$ cat config.mk
export PLATFORM = sky130hd
export DESIGN_NAME = fir_mc_engine
export DESIGN_NICKNAME = d
export VERILOG_FILES = /design/src/rtl/fir_pkg.sv /design/src/rtl/fir_mac.sv /design/src/rtl/fir_mc_engine.sv
export SDC_FILE = /design/constraint.sdc
export NUM_CORES = 2
export LEC_CHECK = 0
export CORE_ASPECT_RATIO = 0.8
export CORE_MARGIN = 5
export CORE_UTILIZATION = 35
export DETAILED_ROUTE_END_ITERATION = 6
export GPL_TIMING_DRIVEN = 1
export PLACE_DENSITY = 0.52
export REMOVE_ABC_BUFFERS = 1
export SYNTH_ARGS = -nofsm -noshare
export SYNTH_HDL_FRONTEND = slang
export SYNTH_SLANG_ARGS = --single-unit
$ cat constraint.sdc
create_clock -name clk -period 12.9 [get_ports clk]
set_input_delay 1.29 -clock clk [delete_from_list [all_inputs] [get_ports clk]]
set_output_delay 1.29 -clock clk [all_outputs]
set_load 0.02 [all_outputs]
$ cat src/rtl/fir_pkg.sv
// ============================================================================
// Module   : fir_pkg
// Purpose  : Shared FSM state type and width helpers for fir_mc_engine.
// Revision : 1.0 - initial release
// ============================================================================
`default_nettype none

package fir_pkg;

  typedef enum logic [1:0] {
    IDLE = 2'd0,
    MAC  = 2'd1,
    DONE = 2'd2
  } fir_state_e;

  function automatic int chw(input int n);
    return (n > 1) ? $clog2(n) : 1;
  endfunction

  function automatic logic signed [63:0] smax(input int w);
    return (64'sd1 <<< (w - 1)) - 64'sd1;
  endfunction

  function automatic logic signed [63:0] smin(input int w);
    return -(64'sd1 <<< (w - 1));
  endfunction

endpackage

`default_nettype wire

$ cat src/rtl/fir_mac.sv
// ============================================================================
// Module   : fir_mac
// Purpose  : Combinational signed multiply-accumulate step; clamps to the
//            accumulator range when FIR_SAT_EN is defined, otherwise wraps.
// Revision : 1.0 - initial release
// ============================================================================
`default_nettype none

module fir_mac
  import fir_pkg::*;
#(
  parameter int WIDTH_IN  = 16,
  parameter int WIDTH_OUT = 36
) (
  input  logic signed [WIDTH_OUT-1:0] acc_i,
  input  logic signed [WIDTH_IN-1:0]  coef_i,
  input  logic signed [WIDTH_IN-1:0]  samp_i,
  output logic signed [WIDTH_OUT-1:0] acc_o,
  output logic                        clamp_o
);

  logic signed [2*WIDTH_IN-1:0] w_prod;
  logic signed [WIDTH_OUT-1:0]  w_prod_ext;

  assign w_prod     = coef_i * samp_i;
  assign w_prod_ext = WIDTH_OUT'(w_prod);

`ifdef FIR_SAT_EN
  localparam logic signed [WIDTH_OUT-1:0] SAT_MAX = WIDTH_OUT'(smax(WIDTH_OUT));
  localparam logic signed [WIDTH_OUT-1:0] SAT_MIN = WIDTH_OUT'(smin(WIDTH_OUT));

  logic [WIDTH_OUT:0] w_sum;

  // One guard bit: overflow shows up as disagreement of the top two bits.
  assign w_sum = {acc_i[WIDTH_OUT-1], acc_i} + {w_prod_ext[WIDTH_OUT-1], w_prod_ext};

  always_comb begin
    acc_o   = w_sum[WIDTH_OUT-1:0];
    clamp_o = 1'b0;
    if (w_sum[WIDTH_OUT] != w_sum[WIDTH_OUT-1]) begin
      clamp_o = 1'b1;
      acc_o   = w_sum[WIDTH_OUT] ? SAT_MIN : SAT_MAX;
    end
  end
`else
  assign acc_o   = acc_i + w_prod_ext;
  assign clamp_o = 1'b0;
`endif

endmodule

`default_nettype wire

$ cat src/rtl/fir_mc_engine.sv
// ============================================================================
// Module   : fir_mc_engine
// Purpose  : Time-multiplexed multi-channel FIR; one MAC serves all channel
//            histories. Optional saturation is enabled by FIR_SAT_EN.
// Revision : 1.0 - initial release
// ============================================================================
`default_nettype none

module fir_mc_engine
  import fir_pkg::*;
#(
  parameter  int TAPS      = 16,
  parameter  int WIDTH_IN  = 16,
  parameter  int WIDTH_OUT = 36,
  parameter  int CHANNELS  = 2,
  localparam int CW        = chw(CHANNELS),
  localparam int AW        = $clog2(TAPS)
) (
  input  logic                        clk,
  input  logic                        rst,
  input  logic                        in_valid,
  output logic                        in_ready,
  input  logic signed [WIDTH_IN-1:0]  in_data,
  input  logic        [CW-1:0]        in_ch,
  input  logic                        coef_we,
  input  logic        [AW-1:0]        coef_addr,
  input  logic signed [WIDTH_IN-1:0]  coef_data,
  output logic                        out_valid,
  output logic signed [WIDTH_OUT-1:0] out_data,
  output logic        [CW-1:0]        out_ch,
  output logic                        busy,
  output logic                        sat_flag
);

  fir_state_e state_q, state_d;

  logic signed [WIDTH_IN-1:0]  buf_q  [CHANNELS][TAPS];
  logic signed [WIDTH_IN-1:0]  coef_q [TAPS];
  logic        [AW-1:0]        wp_q   [CHANNELS];
  logic        [CW-1:0]        ch_q;
  logic        [AW-1:0]        k_q;
  logic signed [WIDTH_OUT-1:0] acc_q;
  logic signed [WIDTH_OUT-1:0] out_data_q;
  logic        [CW-1:0]        out_ch_q;

  logic                        w_accept;
  logic                        w_ch_ok;
  logic                        w_start;
  logic                        w_last;
  logic        [AW-1:0]        w_wp;
  logic        [AW-1:0]        w_idx;
  logic signed [WIDTH_OUT-1:0] w_acc_next;
  logic                        w_clamp;

  assign w_accept = in_valid & in_ready;
  assign w_ch_ok  = int'(in_ch) < CHANNELS;
  assign w_start  = w_accept & w_ch_ok;
  assign w_last   = (k_q == AW'(TAPS - 1));

  // Tap k reads the sample written k accepts ago on this channel.
  assign w_wp  = wp_q[ch_q];
  assign w_idx = (k_q <= w_wp) ? (w_wp - k_q) : AW'(int'(w_wp) + TAPS - int'(k_q));

  fir_mac #(
    .WIDTH_IN  (WIDTH_IN),
    .WIDTH_OUT (WIDTH_OUT)
  ) u_mac (
    .acc_i   (acc_q),
    .coef_i  (coef_q[k_q]),
    .samp_i  (buf_q[ch_q][w_idx]),
    .acc_o   (w_acc_next),
    .clamp_o (w_clamp)
  );

  always_ff @(posedge clk) begin
    if (!rst) state_q <= IDLE;
    else      state_q <= state_d;
  end

  always_comb begin
    state_d = state_q;
    case (state_q)
      IDLE:    if (w_start) state_d = MAC;
      MAC:     if (w_last)  state_d = DONE;
      DONE:    state_d = IDLE;
      default: state_d = IDLE;
    endcase
  end

  always_comb begin
    in_ready  = (state_q == IDLE) && rst;
    out_valid = (state_q == DONE);
    busy      = (state_q == MAC) || (state_q == DONE);
  end

  always_ff @(posedge clk) begin
    if (!rst) begin
      for (int c = 0; c < CHANNELS; c++) begin
        wp_q[c] <= '0;
        for (int t = 0; t < TAPS; t++) buf_q[c][t] <= '0;
      end
      for (int t = 0; t < TAPS; t++) coef_q[t] <= '0;
      ch_q       <= '0;
      k_q        <= '0;
      acc_q      <= '0;
      out_data_q <= '0;
      out_ch_q   <= '0;
    end else begin
      if (coef_we && !busy) coef_q[coef_addr] <= coef_data;
      case (state_q)
        IDLE: begin
          if (w_start) begin
            buf_q[in_ch][wp_q[in_ch]] <= in_data;
            ch_q  <= in_ch;
            acc_q <= '0;
            k_q   <= '0;
          end
        end
        MAC: begin
          acc_q <= w_acc_next;
          k_q   <= k_q + AW'(1);
          if (w_last) begin
            out_data_q <= w_acc_next;
            out_ch_q   <= ch_q;
          end
        end
        DONE: wp_q[ch_q] <= (w_wp == AW'(TAPS - 1)) ? '0 : w_wp + AW'(1);
        default: ;
      endcase
    end
  end

  assign out_data = out_data_q;
  assign out_ch   = out_ch_q;

`ifdef FIR_SAT_EN
  logic sat_q;

  always_ff @(posedge clk) begin
    if (!rst)                         sat_q <= 1'b0;
    else if (state_q == MAC && w_clamp) sat_q <= 1'b1;
  end

  assign sat_flag = sat_q;
`else
  // The wrapping MAC ties its clamp bit low, so this is a constant 0.
  assign sat_flag = w_clamp;
`endif

endmodule

`default_nettype wire

After elaboration in Yosys (flattened, before gate mapping)
Memories as Yosys holds them, arrays and structs flattened. A register that Yosys moved wholly into a read port is not among the register bits.
Cells that the tools add are included.
- flip-flop bits (word level): 80
- memory bits (writable): 776
- bits of input ports: 41
- output and inout bits: 41
- word-level logic and storage cells: 83
- memories kept: 3
- memories (name ; words ; width ; read ports ; clocked after Yosys merged registers in ; write ports ; RTL line ; RTL):
    buf_q ; 2 ; 256 ; 1 ; 1 ; 2 ; fir_mc_engine.sv:37 ; logic signed [WIDTH_IN-1:0] buf_q [CHANNELS][TAPS];
    coef_q ; 16 ; 16 ; 1 ; 1 ; 16 ; fir_mc_engine.sv:38 ; logic signed [WIDTH_IN-1:0] coef_q [TAPS];
    wp_q ; 2 ; 4 ; 2 ; 1 ; 2 ; fir_mc_engine.sv:39 ; logic [AW-1:0] wp_q [CHANNELS];
- add/subtract/negate cells: 6
- multipliers: 1
- order comparisons: 4
- eq/ne operators: 6
- mux-type cells: 40
- bitwise operators: 3
- reduce and logical (&&, ||, !) cells: 14
- operators with widths (operator ; count):
    $mux 256 ; 3
    $reduce_or 256->1 ; 1
    $pmux 36 s2 ; 1
    $bmux 16 s4 ; 1
    $demux 16 s4 ; 1
    $mux 16 ; 4
    $add 36x32->36 ; 1
    $mux 36 ; 1
    $mul 16x16->32 ; 1
    $mux 4 ; 7
    $mux 1 ; 18
    $reduce_or 16->1 ; 1
    $add 4x1->4 const B ; 3
    $ge 5x5->1 const B ; 2
    $not 4->5 ; 2
    $eq 4x4->1 const B ; 2
    $pmux 4 s2 ; 1
    $reduce_and 2->1 ; 4
    $sub 4x4->4 ; 2
    $lt 5x1->1 const B ; 1
    $le 4x4->1 ; 1
    $mux 2 ; 2
    $ne 2x2->1 const B ; 2
    $pmux 2 s2 ; 1
    other kinds (9) ; 11

Longest topological paths before layout
- depth in word-level cells: 10
- mapped depth: 38
- gate-level depth less buffers: 31

Hierarchy
From an unflattened synthesis, not the netlist that was laid out.
- cell total of the unflattened synthesis: 3679
- area total of the unflattened synthesis: 48809.3 sq um
- modules (own cells, without submodules) (module ; times used ; cells an instance ; area each (sq um) ; seq. area each (sq um)):
    fir_mc_engine ; 1 ; 2388 ; 37009.2 ; 25004.0
    fir_mac ; 1 ; 1291 ; 11800.1 ; 0.0

Least setup slack after synthesis
No wires, ideal clock.
- kind: flip-flop to flip-flop
- start: reg with a tool-made name
- end: reg out_data_q[35], in the netlist out_data[35]
- setup time: 0.062 ns
- arrival time: 9.217 ns
- path slack: 3.621 ns
- stages on the path, launching flop included: 37
- buffers on the path: 10
- period minus slack after synthesis: 9.279 ns
- cells stage by stage: dfxtp_1 -> buf_6 -> buf_6 -> buf_2 -> clkbuf_1 -> mux2i_1 -> ha_1 -> clkbuf_1 -> buf_2 -> buf_2 -> buf_2 -> mux4_2 -> mux4_2 -> mux2i_1 -> buf_4 -> nor2_1 -> inv_1 -> fa_1 -> fa_1 -> fa_1 -> inv_1 -> fa_1 -> fa_1 -> inv_1 -> fa_1 -> inv_1 -> ha_1 -> clkbuf_1 -> a21oi_1 -> o21ai_0 -> a21oi_1 -> o21ai_0 -> nor3b_1 -> a221o_1 -> o22ai_1 -> or3_1 -> nand3_1
- RTL lines (element ; RTL line ; RTL):
    end signal: assignment ; fir_mc_engine.sv:123 ; out_data_q <= w_acc_next;
    end: declaration ; fir_mc_engine.sv:43 ; logic signed [WIDTH_OUT-1:0] out_data_q;

==> summary.txt <==
Status
  – Status: finished clean

GRT
  – Largest net degree at the start of global routing: between 100 and 150
  – First-pass GRT wire length: just under 200 mm
  – GRT overflow: 0
  – Antenna violations before repair: 14
  – Number of global-route vias before repair: 29.0k
  – Total global-route track usage: 18.2%

Die
  – Die height: between 300 and 400 microns
  – Core box area: 138000 sq um
  – Die area: around 150000 sq um
  – Die Wd: ~430 microns
  – Row Count: between 100 and 150
  – Initial Utilization: 35.2%
  – IO Pins: around 80

Drt
  – Post-route ant nets: 0
  – Routed length per placed instance: about 24 microns
  – Remaining DRCs: 0
  – Final WL: roughly 130 mm
  – Vias post-DR: approximately 28k
  – DR vias/cell: just under 5
  – DRT iter0 DRCs: 2314
  – Drt first pass iters: 5

Setup path
  – Crit-path slowest cell: mux2i_2
  – Largest stage delay, worst path: 0.85 ns
  – Startpoint Class: register
  – CP max FO: 34
  – CP endpoint kind: register
  – WP data arrival: approximately 11 ns
  – Crit path top cell by count: fa_1
  – Crit path kind: reg2reg
  – Worst EP required: between 10 and 15 ns
  – FF-to-FF setup slack: around 2.6 ns

Synthesis
  – Top cells by area, synth: edfxtp_1 48%, fa_1 13%, mux4_2 11%
  – Yosys top cell by area: edfxtp_1
  – Post-synth ARST share: 0%
  – Post-Synth Adder-Cell Area: around 16%
  – Post-synthesis sequential area ratio: 51.3%
  – Top-count cell post-synth: edfxtp_1
  – EDFF count, synth: approximately 780
  – Ys Warns: 0
  – Largest family of logic cells by synthesized area: adder cells
  – Top post-synthesis cells by count: 776 x edfxtp_1, 501 x and2_1, 413 x inv_1
  – Main flop type after synthesis: edfxtp_1
  – Synth Instances: 3561
  – Synth Area in Simple Gates: 12.3%
  – #FFs+latches synth: between 800 and 900
  – Number of library cell types mapped by synthesis: between 60 and 70
  – Post-synthesis mux area share: between 10% and 20%
  – Xor and xnor area share after synthesis: less than 1%
  – Netlist Area Pre-Place: ~49000 sq um
  – Syn Area/Cell: 13.7 sq um
  – Synth Area in Compound Gates: between 3 and 4%
  – Yosys top cell area share: between 40% and 50%

STA
  – Clock skew: approximately 0.067 ns
  – Fmax: between 90 and 100 MHz
  – Worst slew margin: 18.2%
  – Period utilization: between 70% and 80%
  – Tightest Pin Transition: 1.23 ns
  – Worst setup margin: between 2 and 3 ns
  – RSZ-0062 raised after global routing: false
  – # setup viols final: 0
  – Fin crit period: just over 10 ns
  – Fin. Hold Viols: 0
  – Fin. max-slew vios: 0

Layout
  – Final Net Count: approximately 4.1k
  – Share of cells above drive strength 1: 15.3%
  – Layout area overhead: 13.3%
  – Fin area: 55200 sq um

CTS
  – PostCTS Resize Cnt: 0
  – Reg clk slew, reported paths: roughly 0.060 ns
  – Root Driver: clkbuf_16
  – Clock Path Buffers: 3
  – CTS tree: built
  – CTS Hold Bufs: 0
  – CTS H-tree lvls: 3
  – Clk Latency, worst-skew pair: between 0.7 and 0.8 ns
  – Clock Sinks: between 800 and 900
  – Buffer count from post-CTS setup fixing: 0
  – Num CTS Buffers: 95

Place
  – # port buffers: 80
  – Dpl cell area: between 50000 and 60000 sq um
  – DP HPWL: just under 90 mm
  – Pre-CTS WS: 2.54 ns
  – RePlAce Congestion: around 0.80

Worst hold path
  – Hold Path Class: reg2reg

Job
  – Max-cap violations: 0
-- worst max-delay path: cells and delay by family (launching register included) --
kind / cells / cell delay [ns]
buffers and inverters: 6 / 0.65
AO/OA/AOI/OAI: 6 / 1.42
adder cells (fa/ha/maj): 8 / 3.63
multiplexers: 3 / 1.86
XOR/XNOR: 2 / 0.82
AND/OR/NAND/NOR: 5 / 0.95
flip-flops: 1 / 0.80
-- worst paths after layout --
path                                   start            to  cells past startpoint
worst max-delay path                register     acc_q[32]                     30
worst min-delay path            out_data[26]  out_data[26]                      2
worst max register to register      register     acc_q[32]                     30
worst min register to register  out_data[26]  out_data[26]                      2
-- stage by stage --
stage          hold slack (ns)  utilization (%)  instances  TNS [ns]
2_1_floorplan            0.432                -       3364   -125.15
5_1_grt                  0.470             39.9       5587         0
4_1_cts                  0.454             39.9       5587         0
3_5_place_dp             0.446             37.6       5409         0
6_report                 0.451             39.9       5592         0
3_3_place_gp             0.441             37.6       5409         0
-- per-layer routing --
layer	GRT usage, %	share of wire [%]	up-vias
met4	3.63	1.9	0
met2	28.0	44	729
li1	-	-	12500
met5	0	0	-
met3	3.15	6.2	147
met1	27.3	47	14300
-- logic make-up (layout without fill, tap and decap cells) --
group	Yosys count	after routing
AO/OA/AOI/OAI	244	244
adder cells (fa/ha/maj)	431	431
flip-flops	861	861
AND/OR/NAND/NOR	1100	1100
other	1	6
XOR/XNOR	42	42
multiplexers	272	272
buffers and inverters	610	776
-- layout make-up --
type | count | area (sq um)
antenna | 5 | 12.5
clock buffer | 127 | 2560
clock inverter | 51 | 607
fill | 12800 | 83100
inverter | 413 | 1550
multi-input combinational | 2090 | 21500
sequential | 861 | 25000
tap | 1860 | 2330
timing repair buffer | 185 | 1610
-- cells in the final DEF, fill, tap and decap left out, types with 11 or more instances in the layout --
cell	count
nor2_1	208
o21ai_1	20
dfxtp_1	82
a31oi_1	11
a22oi_1	22
nand2b_1	107
nor2b_1	44
edfxtp_1	776
o21ai_2	21
a21oi_1	66
xor2_1	13
or2_2	27
buf_4	104
mux4_2	230
nand3_1	24
o21ai_0	33
and2_1	500
nand2_1	124
clkbuf_16	95
nor2_2	12
xnor2_1	27
inv_1	412
ha_1	114
mux2i_1	25
fa_1	315
clkdlybuf4s50_1	79
clkbuf_1	23
clkinv_1	17
-- state kept, by name, summed over array words and instances, names as in the netlist, named ones only --
register and flops:
out_ch 1, coef_q 256, wp_q 8, acc_q 36
buf_q 512, ch_q 1, state_q 2, out_data 36
k_q 4
Power is left out: the tool's default activity adds up to more than one toggle a clock period on the data nets, which glitch-free logic cannot reach.
==> patch (same settings) <==
`WIDTH_IN` is set to 16 in 2 places; all go to 20.
--- a/src/rtl/fir_mac.sv
+++ b/src/rtl/fir_mac.sv
@@ -9,7 +9,7 @@
 module fir_mac
   import fir_pkg::*;
 #(
-  parameter int WIDTH_IN  = 16,
+  parameter int WIDTH_IN  = 20,
   parameter int WIDTH_OUT = 36
 ) (
   input  logic signed [WIDTH_OUT-1:0] acc_i,
--- a/src/rtl/fir_mc_engine.sv
+++ b/src/rtl/fir_mc_engine.sv
@@ -10,7 +10,7 @@
   import fir_pkg::*;
 #(
   parameter  int TAPS      = 16,
-  parameter  int WIDTH_IN  = 16,
+  parameter  int WIDTH_IN  = 20,
   parameter  int WIDTH_OUT = 36,
   parameter  int CHANNELS  = 2,
   localparam int CW        = chw(CHANNELS),
Interface: changed (resized coef_data and in_data); port bits go from 82 to 90. No check against the original RTL was run, so the function may have changed too.
==> patch against the unedited design <==
  * Routed wire length grew 35%
  * Final area grew 23%
  * Setup slack lost 1.1 ns
  * Worst hold slack gained 0.0013 ns
  * Synthesized area grew 24%
  * Sequential cell count grew 192
  * Fmax shrank 9.6%
Power is not shown: default switching activity piles up to over one toggle a cycle in this logic, so the estimate is an artifact.
==> patch: results <==
detailed_routing:
  wl_microns: 178000
  route.detailed.wl_per_inst_microns: 25.6
  detail_route.iter0.violations: 3419
  vias_per_cell: 5.10
logic_synthesis:
  synthTopCellsByArea: "sky130_fd_sc_hd__edfxtp_1 (48%), sky130_fd_sc_hd__fa_1 (14%), sky130_fd_sc_hd__mux4_2 (11%)"
  post_synth_most_frequent_cells: "sky130_fd_sc_hd__edfxtp_1 (968), sky130_fd_sc_hd__inv_1 (639), sky130_fd_sc_hd__nor2_1 (532)"
  synth-seq-area-share_pct: 50.8
  edff_count_synth: 968
  postSynthAreaPerCell_sq_um: 13.2
cells_and_area:
  num-fill-cells: 16100
  final_layout_size_suffix_gt1_share_pct: 14.3
  finalInstanceArea_sq_mm: 0.0679
placement:
  numPlacedInstances: 6757
  port_buffers: 88
  placement.cell_area_sq_mm: 0.0643
  place_ws_ns: 1.49
  detailed_place_hpwl_microns: 113000
  gp_congestion: 0.808
critical_path:
  largest_stage_delay_on_the_critical_path_ns: 1.26
  worstPathArrival_ns: 11.99
  rr_worst_depth: 31
sta:
  fin_crit_sh_pct: 88.2
global_routing:
  grt_pass1_vias: 36700
  grt_pass1_wl_microns: 260000
  number_of_antenna_violations_at_the_first_check_in_global_routing: 11
status:
  result_of_the_run: "complete, no violations"
clock_tree:
  clock_latency_ns: 0.75
==> patch: worst min path at each step <==
stage,startpoint,to,cells past startpoint
CTS,out_data[13],out_data[13],2
finish,out_data[0],out_data[0],2
global placement,out_data[13],out_data[13],2
global route,out_data[13],out_data[13],2
floorplan,acc_q[25],acc_q[25],2
detailed placement,out_data[13],out_data[13],2
==> patch: critical path: cells and delay by family, from the launching register on <==
| family | cells | cell delay [ns] |
|---|---|---|
| fa+ha+maj | 10 | 5.08 |
| simple gates | 2 | 0.84 |
| buf+inv | 8 | 1.30 |
| mux | 3 | 1.06 |
| flops | 1 | 0.75 |
| compound gates | 7 | 1.94 |
| xor+xnor | 1 | 0.26 |
==> patch: cell type report <==
type | count | area share (%)
antenna | 2 | 0.00737
clock buffer | 145 | 4.35
clock inverter | 60 | 0.967
inverter | 640 | 3.54
multi-input combinational | 2590 | 39.1
sequential | 1053 | 45.3
tap | 2277 | 4.19
timing repair buffer | 197 | 2.59
==> patch: per-layer routing <==
layer / up-vias / GRT usage (%) / wire length (microns)
met4: 0 / 4.44 / 3970
met1: 18600 / 29.9 / 82600
met2: 1335 / 28.5 / 76100
met3: 214 / 4.63 / 15300
met5: - / 0 / 0
li1: 15400 / - / -
==> patch: kinds of logic after synthesis <==
| logic type | count (synthesis) | share of synthesized area, % |
|---|---|---|
| XOR/XNOR | 55 | 0.862 |
| AND/OR/NAND/NOR | 1434 | 11.9 |
| other | 1 | 0.00620 |
| AO/OA/AOI/OAI | 226 | 2.33 |
| multiplexers | 322 | 11.3 |
| buffers and inverters | 934 | 6.05 |
| flip-flops | 1053 | 50.8 |
| adder cells (fa/ha/maj) | 552 | 16.7 |
